--- config.mk ---
export PLATFORM = sky130hd
export DESIGN_NAME = jts16_fd1094_seq
export DESIGN_NICKNAME = d
export VERILOG_FILES = /design/src/rtl/jts16_fd1094_pkg.sv /design/src/rtl/jts16_fd1094_nest.sv /design/src/rtl/jts16_fd1094_seq.sv
export SDC_FILE = /design/constraint.sdc
export NUM_CORES = 1
export LEC_CHECK = 0
export BUFFER_PORTS_ARGS = -buffer_cell sky130_fd_sc_hd__buf_4
export CAP_MARGIN = 10
export CORE_MARGIN = 2
export CORE_UTILIZATION = 40
export CTS_CLUSTER_DIAMETER = 50
export DETAILED_ROUTE_END_ITERATION = 16
export GPL_TIMING_DRIVEN = 0
export PLACE_DENSITY = 0.68
export SYNTH_ARGS = -nofsm -noshare
export SYNTH_HDL_FRONTEND = slang
export SYNTH_SLANG_ARGS = --single-unit
--- constraint.sdc ---
create_clock -name clk -period 3.9 [get_ports clk]
set_clock_uncertainty 0.2 [all_clocks]
set_input_delay 0 -clock clk [delete_from_list [all_inputs] [get_ports clk]]
set_output_delay 0 -clock clk [all_outputs]
set_load 0.03 [all_outputs]
--- src/rtl/jts16_fd1094_pkg.sv ---
// rtl/jts16_fd1094_pkg.sv - shared types and constants for the FD1094 key-state sequencer
package jts16_fd1094_pkg;

    // Command sequencer states: waiting, expecting immediate high word, expecting terminator
    typedef enum logic [1:0] {
        SEQ_IDLE   = 2'd0,
        SEQ_IMM_HI = 2'd1,
        SEQ_IMM_LO = 2'd2
    } seq_state_t;

    // Command codes carried in bits [9:8] of the immediate word
    localparam logic [1:0] CMD_LOAD = 2'd0;
    localparam logic [1:0] CMD_RST  = 2'd1;
    localparam logic [1:0] CMD_PUSH = 2'd2;
    localparam logic [1:0] CMD_POP  = 2'd3;

    // Default command detection and terminator words
    localparam logic [15:0] DEF_OPMASK = 16'hFFC0;
    localparam logic [15:0] DEF_OPVAL  = 16'h0C80;
    localparam logic [15:0] DEF_TERM   = 16'hFFFF;
    localparam logic [15:0] DEF_RTEOP  = 16'h4E73;

endpackage

--- src/rtl/jts16_fd1094_nest.sv ---
// rtl/jts16_fd1094_nest.sv - saturating interrupt nesting level counter with sticky overflow
module jts16_fd1094_nest #(
    parameter int DEPTH = 2
) (
    input  logic       clk,
    input  logic       rst_n,
    input  logic       push,
    input  logic       pop,
    input  logic       clr,
    output logic [3:0] level,
    output logic [3:0] level_nxt,
    output logic       ovf
);

    localparam logic [3:0] MAXLVL = 4'(DEPTH);

    logic ovf_nxt;

    // Next level: clear dominates, simultaneous push and pop cancel out
    always_comb begin
        level_nxt = level;
        ovf_nxt   = ovf;
        if (clr) begin
            level_nxt = 4'd0;
            ovf_nxt   = 1'b0;
        end else if (push && !pop) begin
            if (level < MAXLVL)
                level_nxt = level + 4'd1;
            else
                ovf_nxt = 1'b1;
        end else if (pop && !push) begin
            if (level != 4'd0)
                level_nxt = level - 4'd1;
        end
    end

    // Level and overflow registers
    always_ff @(posedge clk or negedge rst_n) begin
        if (!rst_n) begin
            level <= 4'd0;
            ovf   <= 1'b0;
        end else begin
            level <= level_nxt;
            ovf   <= ovf_nxt;
        end
    end

endmodule

--- src/rtl/jts16_fd1094_seq.sv ---
// rtl/jts16_fd1094_seq.sv - FD1094 key-state sequencer watching supervisor opcode fetches
module jts16_fd1094_seq
    import jts16_fd1094_pkg::*;
#(
    parameter int          DEPTH  = 2,
    parameter logic [15:0] OPMASK = DEF_OPMASK,
    parameter logic [15:0] OPVAL  = DEF_OPVAL,
    parameter logic [15:0] TERM   = DEF_TERM,
    parameter logic [15:0] RTEOP  = DEF_RTEOP
) (
    input  logic        clk,
    input  logic        rst_n,
    input  logic        inta_n,
    input  logic        op_n,
    input  logic        dtackn,
    input  logic        sup_prog,
    input  logic [15:0] dec,
    input  logic [7:0]  gkey0,
    output logic [7:0]  st,
    output logic        irqmode,
    output logic [3:0]  level,
    output logic        ovf,
    output logic        stchg
);

    logic       dtack_l, inta_l;
    logic       acc, fa, da, uf, irq_edge;
    seq_state_t fsm, fsm_nxt;
    logic       miss, miss_nxt;
    logic [9:0] stcode, stcode_nxt;
    logic [7:0] state, state_nxt;
    logic       exec, clr, cmd_push, cmd_pop, push, pop;
    logic [3:0] level_nxt;

    // One accept per bus cycle, on the DTACK falling edge
    assign acc      = dtack_l & ~dtackn;
    assign fa       = acc & ~op_n & sup_prog;
    assign da       = acc & op_n;
    assign uf       = acc & ~op_n & ~sup_prog;
    assign irq_edge = inta_l & ~inta_n;

    // Sequencer next state: a command opcode always restarts, data cycles tolerate one miss
    always_comb begin
        fsm_nxt    = fsm;
        miss_nxt   = miss;
        stcode_nxt = stcode;
        exec       = 1'b0;
        if (fa && ((dec & OPMASK) == OPVAL)) begin
            fsm_nxt  = SEQ_IMM_HI;
            miss_nxt = 1'b0;
        end else if (fa) begin
            miss_nxt = 1'b0;
            case (fsm)
                SEQ_IMM_HI: begin
                    if (dec[15:10] == 6'd0) begin
                        stcode_nxt = dec[9:0];
                        fsm_nxt    = SEQ_IMM_LO;
                    end else begin
                        fsm_nxt = SEQ_IDLE;
                    end
                end
                SEQ_IMM_LO: begin
                    exec    = (dec == TERM);
                    fsm_nxt = SEQ_IDLE;
                end
                default: fsm_nxt = SEQ_IDLE;
            endcase
        end else if (da && fsm != SEQ_IDLE) begin
            if (miss) begin
                fsm_nxt  = SEQ_IDLE;
                miss_nxt = 1'b0;
            end else begin
                miss_nxt = 1'b1;
            end
        end else if (uf && fsm != SEQ_IDLE) begin
            fsm_nxt  = SEQ_IDLE;
            miss_nxt = 1'b0;
        end
    end

    // Committed command decode
    always_comb begin
        state_nxt = state;
        clr       = 1'b0;
        cmd_push  = 1'b0;
        cmd_pop   = 1'b0;
        if (exec) begin
            case (stcode[9:8])
                CMD_LOAD: state_nxt = stcode[7:0];
                CMD_RST: begin
                    state_nxt = 8'd0;
                    clr       = 1'b1;
                end
                CMD_PUSH: cmd_push = 1'b1;
                default:  cmd_pop  = 1'b1;
            endcase
        end
    end

    assign push = irq_edge | cmd_push;
    assign pop  = (fa && dec == RTEOP) | cmd_pop;

    jts16_fd1094_nest #(.DEPTH(DEPTH)) u_nest (
        .clk       (clk),
        .rst_n     (rst_n),
        .push      (push),
        .pop       (pop),
        .clr       (clr),
        .level     (level),
        .level_nxt (level_nxt),
        .ovf       (ovf)
    );

    // Sequencer, state byte and edge-detect registers; stchg lines up with the new st
    always_ff @(posedge clk or negedge rst_n) begin
        if (!rst_n) begin
            dtack_l <= 1'b1;
            inta_l  <= 1'b1;
            fsm     <= SEQ_IDLE;
            miss    <= 1'b0;
            stcode  <= 10'd0;
            state   <= 8'd0;
            stchg   <= 1'b0;
        end else begin
            dtack_l <= dtackn;
            inta_l  <= inta_n;
            fsm     <= fsm_nxt;
            miss    <= miss_nxt;
            stcode  <= stcode_nxt;
            state   <= state_nxt;
            stchg   <= (state_nxt != state) |
                       ((level_nxt != 4'd0) != (level != 4'd0));
        end
    end

    assign irqmode = (level != 4'd0);
    assign st      = irqmode ? gkey0 : state;

endmodule

Word level (Yosys, flattened, before mapping)
Index checks and enable logic that the tools add are counted.
{"block": "totals", "regBits": 29, "inputBits": 30, "wordCells": 88}
{"block": "classes", "add_sub_neg": 2, "order_cmp": 1, "n_eq_ne": 11, "mux": 32, "bitwise": 14, "reduce_logical": 19}
{"operator": "$mux W4", "n": 5}
{"operator": "$mux W1", "n": 17}
{"operator": "$eq A16 B15 Y1 const B", "n": 1}
{"operator": "$eq A16 B16 Y1 const B", "n": 1}
{"operator": "$mux W8", "n": 2}
{"operator": "$pmux W8 S2", "n": 1}
{"operator": "$mux W2", "n": 7}
{"operator": "$reduce_bool A4 Y1", "n": 3}
{"operator": "$eq A10 B6 Y1 const B", "n": 1}
{"operator": "$ne A8 B8 Y1", "n": 1}
{"operator": "$and A1 B1 Y1", "n": 6}
{"operator": "$logic_and A1 B1 Y1", "n": 6}
{"operator": "$logic_not A6 Y1", "n": 1}
{"operator": "$not A1 Y1", "n": 5}
{"operator": "$add A4 B1 Y4 const B", "n": 1}
{"operator": "$eq A2 B1 Y1 const B", "n": 2}
{"operator": "$eq A2 B2 Y1 const B", "n": 2}
{"operator": "$lt A4 B2 Y1 const B", "n": 1}
{"operator": "$ne A4 B4 Y1 const B", "n": 1}
{"operator": "$reduce_and A2 Y1", "n": 2}
{"operator": "$reduce_and A4 Y1", "n": 1}
{"operator": "$reduce_bool A2 Y1", "n": 2}
{"operator": "$sub A4 B1 Y4 const B", "n": 1}
{"operator": "$or A1 B1 Y1", "n": 3}
{"operator": "other kinds (5)", "n": 6}

Longest topological paths before layout
Gate-level depths: netlist of run 1.
{"block": "logic_depth", "depth_word": 16, "mapped_depth": 10, "depth_no_buf": 8}

Hierarchy
Synthesis of run 1 repeated with hierarchy kept, for this count alone.
{"block": "unflattened", "hier_cells": 165, "hier_area_um2": 1702.9}
{"mod": "jts16_fd1094_seq", "instances": 1, "cells_per_inst": 132, "area_per_inst_um2": 1370.1}
{"mod": "jts16_fd1094_nest", "instances": 1, "cells_per_inst": 33, "area_per_inst_um2": 332.8}

Worst setup path after synthesis of run 1
Ideal clock, no wire load.
{"block": "synth_path", "path_type": "register to register", "from": "register dtack_l", "to": "register stchg", "setup_ps": 129, "arrival_ps": 2720, "required_ps": 3571, "path_slack_ps": 850, "path_stages_with_launch": 8, "period_less_slack_ps": 3050, "cell_sequence": "dfstp_2 -> nand4bb_4 -> or4_4 -> or4_4 -> a211oi_4 -> nor2_1 -> o32a_1 -> o41a_1"}
{"block": "synth_between", "elab_chain_cells": 15, "elab_cells_between_ends": 24}
{"element": "start, declared", "line": "jts16_fd1094_seq.sv:26", "rtl": "logic dtack_l, inta_l;"}
{"element": "start signal, assigned", "line": "jts16_fd1094_seq.sv:125", "rtl": "dtack_l <= dtackn;"}
{"element": "$and A1 B1 Y1 (*)", "line": "jts16_fd1094_seq.sv:36", "rtl": "assign acc = dtack_l & ~dtackn;"}
{"element": "$and A1 B1 Y1 (*) (2 in series)", "line": "jts16_fd1094_seq.sv:37", "rtl": "assign fa = acc & ~op_n & sup_prog;"}
{"element": "$mux W1 / $logic_and A1 B1 Y1 (equally long branches)", "line": "jts16_fd1094_seq.sv:51, jts16_fd1094_seq.sv:48"}
{"element": "$mux W1", "line": "jts16_fd1094_seq.sv:48", "rtl": "if (fa && ((dec & OPMASK) == OPVAL)) begin"}
{"element": "$mux W1", "line": "jts16_fd1094_seq.sv:87", "rtl": "if (exec) begin"}
{"element": "$or A1 B1 Y1", "line": "jts16_fd1094_seq.sv:100", "rtl": "assign push = irq_edge | cmd_push;"}
{"element": "$logic_not A1 Y1", "line": "jts16_fd1094_nest.sv:31", "rtl": "end else if (pop && !push) begin"}
{"element": "$logic_and A1 B1 Y1", "line": "jts16_fd1094_nest.sv:31"}
{"element": "$mux W4", "line": "jts16_fd1094_nest.sv:31"}
{"element": "$mux W4", "line": "jts16_fd1094_nest.sv:26", "rtl": "end else if (push && !pop) begin"}
{"element": "$mux W4 (*)", "line": "jts16_fd1094_nest.sv:23", "rtl": "if (clr) begin"}
{"element": "net level_nxt[1]", "line": "jts16_fd1094_seq.sv:33", "rtl": "logic [3:0] level_nxt;"}
{"element": "$reduce_bool A4 Y1 (*)", "line": "jts16_fd1094_seq.sv:132", "rtl": "((level_nxt != 4'd0) != (level != 4'd0));"}
{"element": "$ne A1 B1 Y1 (*)", "line": "jts16_fd1094_seq.sv:132"}
{"element": "$or A1 B1 Y1 (*)", "line": "jts16_fd1094_seq.sv:131", "rtl": "stchg <= (state_nxt != state) |"}
{"element": "end signal, assigned", "line": "jts16_fd1094_seq.sv:131"}
{"element": "end, declared", "line": "jts16_fd1094_seq.sv:23", "rtl": "output logic stchg"}
Mark *: on every way through the listed nets, which the timed path passes. The rest lies on a longest branch.
A chain may end at the register's enable or synchronous reset.

Worst setup path in the final report of run 1
Ends and elaborated chain as after synthesis.

==> impl_metrics.tcl, run 1 <==
set metrics [dict create \
    crit_type "register to register" \
    start_util_pct 41.4 \
    synth.yosys.seq_area_share_pct 40.4 \
    outcome "finished, final reports clean" \
    place_congestion 0.847 \
    numClockSinks 29 \
    dp_slack_ns 0.711 \
    fp.dieH_um 71.1 \
    clk_latency_ns 0.29 \
    cts_root_buf "clkbuf_8" \
    yosysUniqueCellTypes 49 \
    vdd_ir_drop_max_mv 0.147 \
    synth_area_um2 1800 \
    vias 1742 \
    grt_pass1_wl_mm 7.77 \
    area_growth_syn_to_layout_pct 38.4 \
    setup_tns_ns 0 \
    buffer_ports.inserted 44 \
    cts_tree "done" \
    io_pins 45 \
    p_per_area_nw_per_um2 253 \
    synth_edf_count 0 \
    critPathRequiredTime_ns 3.86 \
    yosysTopAreaCell "dfrtp_1" \
    ys_ff_latch 29 \
    die_w_um 71.1 \
    post_cts_buffers 0 \
    syn-num-nets 236 \
    drive_gt1_share_pct 27.5 \
    worst_slew_pin_slew_ns 0.746 \
    grt_overflow_total 0 \
    die_area_um2 5050 \
    antenna_cells 0 \
    rsz0062_at_grt "no" \
    numCtsBuffers 5 \
    setup_slack_ns 0.687 \
    finalHoldViolCount 0 \
    rows 24 \
    totalWireLength_mm 4.55 \
    antenna_found_initial 0 \
    h-tree-depth 2 \
    synth_warnings 0 \
    synth_top_area_share_pct 37.5 \
    hp-class "input port to asynchronous set/reset pin" \
    fp.coreArea_um2 4350 \
    nets 307 \
    ant_nets 0 \
    leakagePower_nw 1.09 \
    routedWlPerCell_um 13.9 \
    setup.worst_path.end_class "register" \
    grt.total_usage_pct 19.7 \
    cp-start-kind "register" \
    drv_slew 0 \
    path_clk_slew_ns 0.07 \
    setup_violations 0 \
    grt_pass1_vias 1666 \
    grt_max_degree 28 \
    cts-resized-gates 0 \
    avgViaCountPerCell 5.31 \
    dr.first_iter.drc_count 85 \
    first_pass_iters 4 \
    cp_data_arrival_time_ns 3.18 \
    synth_cells 204 \
    fin_crit_sh_pct 82.4 \
    drv_cap 0 \
    drc 0 \
    crit_fanout 6 \
    layout_min_cycle_time_ns 3.21 \
    dpl.hpwl_mm 3.22 \
    synthArstFlopShare_pct 100 \
    timing.slew.headroom_pct 49.8 \
    max_freq_mhz 311 \
    cts_max_path_buffers 2 \
    synthTopCellsByArea "dfrtp_1, nand2_1, mux2_2" \
    syn_avg_cell_area_um2 8.83 \
    synth_ff_type "dfrtp_1" \
]
-- what timing repair did --
| item | 4_1_cts | 5_1_grt |
|---|---|---|
| endpoints found under the setup margin | 0 | 0 |
| hold endpoints to repair | 44 | 0 |
| hold buffers | 20 | 0 |
-- cells in the mapped netlist (2+ instances only) --
library cell  instances
dfstp_2               2
or4_4                 2
ha_1                  2
nand2_1              52
inv_1                 7
a31oi_1               4
nor3_1                5
o32ai_1               4
xnor2_1               4
clkbuf_1              5
a211oi_1              2
mux2_2               10
nand3_1               4
and2_1                2
nor2_1               14
nand2b_1              2
o21ai_0              14
nor4b_1               2
nor4bb_1              2
nor4_1                4
nand4_1               6
dfrtp_1              27
a21oi_1               2
-- cells in the final DEF (no fill, tap or decap), types with 4 or more instances in the layout --
| master | Yosys | routed |
|---|---|---|
| dlygate4sd3_1 | 0 | 19 |
| o32ai_1 | 4 | 4 |
| o21ai_0 | 14 | 14 |
| nor2_1 | 14 | 14 |
| buf_4 | 0 | 44 |
| dfrtp_1 | 27 | 27 |
| nand3_1 | 4 | 4 |
| clkbuf_1 | 5 | 5 |
| clkbuf_8 | 0 | 5 |
| nor3_1 | 5 | 5 |
| nor4_1 | 4 | 4 |
| xnor2_1 | 4 | 4 |
| a31oi_1 | 4 | 4 |
| nand4_1 | 6 | 6 |
| nand2_1 | 52 | 52 |
| inv_1 | 7 | 7 |
| mux2_2 | 10 | 10 |
-- report_power, final --
group	total [W]	internal (W)	leakage (nW)	switching (W)
clock network	0.000248	0.000123	0.0439	0.000125
registers	0.000303	0.000303	0.388	0.000000752
logic	0.0000789	0.0000423	0.657	0.0000366
total	0.000631	0.000468	1.09	0.000163
-- per-stage QoR --
stage                     hold WS (ns)  cell area [um^2]  utilization (%)  power, W  instances
after global routing            0.0410              2490             57.2  0.000660        328
after floorplan                 -0.496              1800                -  0.000330        204
after CTS                       0.0310              2490             57.2  0.000641        328
after detailed placement        -0.244              2200             50.4  0.000374        300
after global placement          -0.247              2200             50.4  0.000373        300
final                           0.0407              2490             57.2  0.000631        328
-- sequential cells by signal, summed over array words and instances, names as in the netlist --
register      cells
miss              1
dtack_l           1
inta_l            1
stchg             1
u_nest.ovf        1
state             8
fsm               2
u_nest.level      4
stcode           10
-- cell families after synthesis --
logic type | after synthesis | synth area share, %
adder cells (fa/ha/maj) | 2 | 1.39
flip-flops | 29 | 40.4
AO/OA/AOI/OAI | 39 | 16.6
multiplexers | 11 | 6.81
AND/OR/NAND/NOR | 105 | 29.9
XOR/XNOR | 4 | 1.95
buffers and inverters | 14 | 2.92
-- worst max-delay path, cell delays in order, from the launching register on --
cell and delay, ns:
dfstp_2 0.55, nand4bb_4 0.14, nor4_1 0.64, nand4_1 0.25
a2111oi_2 0.38, mux2i_1 0.15, a311o_1 0.39, o41a_1 0.39
-- area by class of cell --
cell class,count,area (um^2)
clock buffer,5,68.8
buffer,6,22.5
timing repair buffer,64,541
fill,413,1860
sequential,29,728
tap,52,65.1
clock inverter,3,17.5
inverter,8,30.0
multi-input combinational,161,1020
-- per-layer routing --
layer / track usage [%] / routed length [um] / part of all wire [%]
met2: 32.0 / 2090 / 46
met1: 25.7 / 2170 / 48
met5: 0 / 0 / 0
met3: 3.85 / 217 / 4.8
met4: 8.18 / 71 / 1.6
-- final timing paths --
check / from / endpoint / slack (ns) / cells past startpoint
max: dtack_l / stchg / 0.69 / 7
max in group asynchronous: rst_n / stcode[5] / 3.30 / 3
max reg2reg: dtack_l / stchg / 0.69 / 7
min: rst_n / inta_l / 0.04 / 2
min reg2reg: u_nest.ovf / u_nest.ovf / 0.34 / 2
min in group clk: gkey0[0] / st[0] / 0.11 / 4
Note: power is estimated with default switching activity, not from simulation.
==> inputs of run 2 (changes only) <==
--- a/config.mk
+++ b/config.mk
@@ -12,7 +12,7 @@
 export CTS_CLUSTER_DIAMETER = 50
 export DETAILED_ROUTE_END_ITERATION = 16
 export GPL_TIMING_DRIVEN = 0
-export PLACE_DENSITY = 0.68
+export PLACE_DENSITY = 0.7
 export SYNTH_ARGS = -nofsm -noshare
 export SYNTH_HDL_FRONTEND = slang
 export SYNTH_SLANG_ARGS = --single-unit
==> constraint.sdc (replaced) <==
create_clock -name clk -period 2.95 [get_ports clk]
set_clock_uncertainty 0.2 [all_clocks]
set_input_delay 0 -clock clk [delete_from_list [all_inputs] [get_ports clk]]
set_output_delay 0 -clock clk [all_outputs]
set_load 0.03 [all_outputs]
==> impl_metrics.tcl, run 2 (synthesis results as in run 1) <==
set metrics [dict create \
    outcome "complete, but fails checks" \
    violations "setup timing" \
    reg2reg_slack_ns -0.11 \
    cp-start-kind "register" \
    cts_tree "done" \
    antenna_cells 0 \
    ant_nets 0 \
    drive_gt1_share_pct 28.4 \
    rows 24 \
    post-route-util_pct 58.1 \
    finalHoldViolCount 0 \
    crit_fanout 4 \
    instances_no_fill 330 \
    reg_top3 "stcode (10), state (8), u_nest.level (4)" \
    rsz0062_at_grt "yes" \
    slowest_delay_ns 0.56 \
    buffer_ports.inserted 44 \
    path_cells "nand4bb_4, or4_4, or4_4, a211oi_4, nor2_1, o32a_1, o311ai_2, o41a_1" \
    io_pins 45 \
    place_congestion 0.853 \
    reg2reg_from "dtack_l" \
    crit_start "dtack_l" \
    antenna_found_initial 0 \
    fin_crit_sh_pct 104 \
    grt_overflow_total 0 \
    cp_top_family "simple AND/OR/NAND/NOR gates" \
    start_util_pct 41.4 \
    die_area_um2 5050 \
    nets 309 \
    layout_min_cycle_time_ns 3.06 \
    worst_slew_pin_slew_ns 0.542 \
    largest_register "stcode" \
    r2r_cells 8 \
    die_w_um 71.1 \
    final_common_cell "nand2_1" \
    drc 0 \
    critPathRequiredTime_ns 2.97 \
    vias 1782 \
    setup_tns_ns -0.107 \
    final_cell_mix "nand2_1, buf_4, dfrtp_1, dlygate4sd3_1" \
    cp-endpoint "stchg" \
    avgViaCountPerCell 5.40 \
    drv_slew 0 \
    grt_max_degree 28 \
    cp_data_arrival_time_ns 3.07 \
    grt.total_usage_pct 19.7 \
    crit_type "register to register" \
    numCtsBuffers 5 \
    grt_pass1_vias 1683 \
    leakagePower_nw 1.11 \
    numClockSinks 29 \
    reg2reg_to "stchg" \
    setup_violations 1 \
    drv_cap 0 \
    setup_slack_ns -0.107 \
    max_freq_mhz 327 \
    setup.worst_path.end_class "register" \
    dpl.hpwl_mm 3.23 \
    largest_reg_flops 10 \
    vdd_ir_drop_max_mv 0.253 \
    dr.first_iter.drc_count 124 \
    cp_common_cell "or4_4" \
    cts_root_buf "clkbuf_8" \
    cts_max_path_buffers 2 \
    routedWlPerCell_um 14.1 \
    worst_path_max_delay_cell "or4_4" \
    p_per_area_nw_per_um2 325 \
    fp.coreArea_um2 4350 \
    fp.dieH_um 71.1 \
    h-tree-depth 2 \
    cp.depth 8 \
    grt_pass1_wl_mm 7.87 \
    path_clk_slew_ns 0.07 \
    timing.slew.headroom_pct 63.4 \
    hp-class "input port to asynchronous set/reset pin" \
    dp_cells 300 \
    area_growth_syn_to_layout_pct 40.5 \
    critPathBufInv 0 \
    clk_latency_ns 0.28 \
    fill_cells 393 \
    first_pass_iters 5 \
    totalWireLength_mm 4.65 \
]
-- run 2: power breakdown --
group	switching (W)	internal (W)
combinational	0.0000497	0.0000560
clock	0.000152	0.000163
sequential	0.000000950	0.000400
total	0.000203	0.000619
-- run 2: final cells by class --
class / count / area, um^2 / share of cell area (%)
Sequential cell: 29 / 728 / 28.8
Clock buffer: 6 / 72.6 / 2.87
Buffer: 5 / 18.8 / 0.742
Multi-Input combinational cell: 161 / 1040 / 41.1
Timing Repair Buffer: 67 / 566 / 22.4
Tap cell: 52 / 65.1 / 2.57
Inverter: 8 / 30.0 / 1.19
Clock inverter: 2 / 10.0 / 0.396
-- run 2: worst min-delay path by stage --
stage | slack [ns] | endpoint | depth (start not counted) | startpoint
5_1_grt | 0.06 | inta_l | 2 | rst_n
3_3_place_gp | -0.25 | u_nest.ovf | 1 | rst_n
4_1_cts | 0.04 | dtack_l | 2 | rst_n
3_5_place_dp | -0.25 | u_nest.level[1] | 1 | rst_n
6_report | 0.05 | inta_l | 2 | rst_n
2_1_floorplan | -0.50 | fsm[0] | 0 | rst_n
-- run 2: timing repair --
item	4_1_cts	5_1_grt
gates cloned	0	0
hold buffers	21	0
gates resized for setup	1	2
setup endpoints to repair	1	1
hold endpoints to repair	44	0
pin swaps	3	1
buffers inserted	1	1
-- run 2: per-layer routing --
| metal | GRT usage [%] | routed length (um) | share of wire, % | vias up |
|---|---|---|---|---|
| met5 | 0 | 0 | 0 | - |
| met4 | 6.29 | 39 | 0.84 | 0 |
| met3 | 3.99 | 327 | 7.0 | 5 |
| met2 | 32.0 | 2230 | 48 | 68 |
| met1 | 26.6 | 2050 | 44 | 819 |
| li1 | - | - | - | 890 |
-- run 2: metrics by stage --
stage	worst slack (ns)	hold slack [ns]	instance area (um^2)	total power [W]
after global routing	-0.210	0.0599	2530	0.000859
after global placement	-0.252	-0.253	2200	0.000492
after CTS	-0.116	0.0442	2510	0.000826
after detailed placement	-0.190	-0.250	2200	0.000494
final	-0.107	0.0525	2530	0.000822
after floorplan	0.00833	-0.496	1800	0.000436
-- run 2: worst reg2reg max path, cell delays in order, from the launching register on --
cell and delay [ns]:
dfstp_2 0.55, nand4bb_4 0.15, or4_4 0.46, or4_4 0.56, a211oi_4 0.25, nor2_1 0.08
o32a_1 0.33, o311ai_2 0.23, o41a_1 0.18
==> inputs of run 3 (changes only) <==
--- a/config.mk
+++ b/config.mk
@@ -11,7 +11,6 @@
 export CORE_UTILIZATION = 40
 export CTS_CLUSTER_DIAMETER = 50
 export DETAILED_ROUTE_END_ITERATION = 16
-export GPL_TIMING_DRIVEN = 0
 export PLACE_DENSITY = 0.7
 export SYNTH_ARGS = -nofsm -noshare
 export SYNTH_HDL_FRONTEND = slang
==> impl_metrics.tcl, run 3 (synthesis results as in run 1) <==
set metrics [dict create \
    die_w_um 71.1 \
    crit_start "dtack_l" \
    setup_slack_ns -0.0328 \
    clk_latency_ns 0.28 \
    rows 24 \
    violations "setup timing" \
    routedWlPerCell_um 13.7 \
    fin_crit_sh_pct 101 \
    critPathRequiredTime_ns 2.97 \
    antenna_found_initial 0 \
    slowest_delay_ns 0.55 \
    rsz0062_at_grt "yes" \
    dpl.hpwl_mm 3.23 \
    worst_slew_pin_slew_ns 0.534 \
    worst_path_max_delay_cell "dfstp_2" \
    nets 307 \
    grt_max_degree 28 \
    timing.slew.headroom_pct 64.3 \
    crit_type "register to register" \
    fill_cells 392 \
    io_pins 45 \
    vdd_ir_drop_max_mv 0.274 \
    regArea_um2 728 \
    cp-endpoint "stchg" \
    setup_tns_ns -0.0328 \
    crit_fanout 4 \
    total_power_w 0.000827 \
    reg2reg_from "dtack_l" \
    cp-start-kind "register" \
    layout_min_cycle_time_ns 2.98 \
    fp.coreArea_um2 4350 \
    fp.dieH_um 71.1 \
    cts_tree "done" \
    drive_gt1_share_pct 30.4 \
    vias 1754 \
    largest_register "stcode" \
    grt_pass1_vias 1626 \
    drc 0 \
    setup_violations 1 \
    h-tree-depth 2 \
    cts_root_buf "clkbuf_8" \
    grt.total_usage_pct 19.4 \
    area_growth_syn_to_layout_pct 40.5 \
    cp_data_arrival_time_ns 3.00 \
    reg2reg_to "stchg" \
    final_cell_mix "nand2_1, buf_4, dfrtp_1, dlygate4sd3_1" \
    outcome "complete, but fails checks" \
    path_cells "nand4bb_4, or4_4, or4_4, a211oi_4, nor2_1, o32a_1, o311ai_2, o41a_1" \
    numClockSinks 29 \
    largest_reg_flops 10 \
    numCtsBuffers 5 \
    p_per_area_nw_per_um2 327 \
    totalWireLength_mm 4.51 \
    max_freq_mhz 335 \
    path_clk_slew_ns 0.07 \
    grt_pass1_wl_mm 7.50 \
    setup.worst_path.end_class "register" \
    place_congestion 0.907 \
    avgViaCountPerCell 5.35 \
    leakagePower_nw 1.11 \
    hp-class "input port to asynchronous set/reset pin" \
    dr.first_iter.drc_count 94 \
    first_pass_iters 4 \
    cts_max_path_buffers 2 \
    finalHoldViolCount 0 \
    start_util_pct 41.4 \
    cp_common_cell "or4_4" \
    reg_top3 "stcode (10), state (8), u_nest.level (4)" \
    ant_nets 0 \
    die_area_um2 5050 \
    drv_cap 0 \
    multiInputGateArea_um2 1040 \
    drv_slew 0 \
    r2r_cells 8 \
    grt_overflow_total 0 \
    final_common_cell "nand2_1" \
    buffer_ports.inserted 44 \
    reg2reg_slack_ns -0.03 \
    antenna_cells 0 \
]
[run 3: timing repair]
item,4_1_cts,5_1_grt
endpoints found under the setup margin,1,1
gates resized for setup,0,2
hold buffers,19,0
pin swaps,3,1
setup buffers,0,0
hold endpoints to repair,44,0
[run 3: worst min path at each step]
stage                            to  startpoint  depth (start not counted)  slack [ns]
floorplan                    fsm[0]       rst_n                          0       -0.50
global placement         u_nest.ovf       rst_n                          1       -0.25
detailed placement  u_nest.level[1]       rst_n                          1       -0.25
CTS                        state[3]       rst_n                          3        0.03
global route                dtack_l       rst_n                          2        0.03
finish                     state[7]       rst_n                          3        0.03
[run 3: cell type report]
| type | instances | area share, % |
|---|---|---|
| clock inverters | 3 | 0.692 |
| inverters | 8 | 1.19 |
| multi-input cells | 161 | 41.0 |
| clock buffers | 5 | 2.72 |
| well taps | 52 | 2.57 |
| flip-flops and latches | 29 | 28.8 |
| repair buffers | 70 | 23.0 |
[run 3: routing by layer]
metal  routed length (um)  global-route usage (%)  vias to the layer above
met3                  277                    4.27                        5
met2                 2100                    31.6                       55
met5                    0                       0                        -
li1                     -                       -                      882
met1                 2050                    25.2                      812
met4                   74                    7.55                        0
[run 3: critical path: cells and delay by family, from the launching register on]
kind | cells | cell delay [ns]
AO/OA/AOI/OAI | 4 | 1.00
AND/OR/NAND/NOR | 4 | 1.17
flip-flops | 1 | 0.55
[run 3: power by group]
part	switching [W]	leakage, nW	internal (W)	total (W)
clock	0.000158	0.0439	0.000162	0.000320
sequential	0.000000989	0.388	0.000400	0.000401
combinational	0.0000486	0.678	0.0000571	0.000106
total	0.000207	1.11	0.000620	0.000827
[run 3: per-stage QoR]
| stage | instance area [um^2] | hold slack [ns] | worst slack [ns] | cells | util (%) |
|---|---|---|---|---|---|
| 3_3_place_gp | 2230 | -0.253 | -0.0329 | 301 | 51.1 |
| 3_5_place_dp | 2230 | -0.248 | -0.0730 | 301 | 51.1 |
| 4_1_cts | 2510 | 0.0285 | -0.0706 | 328 | 57.7 |
| 6_report | 2530 | 0.0302 | -0.0328 | 328 | 58.1 |
| 5_1_grt | 2530 | 0.0324 | -0.142 | 328 | 58.1 |
| 2_1_floorplan | 1800 | -0.496 | 0.00833 | 204 | - |
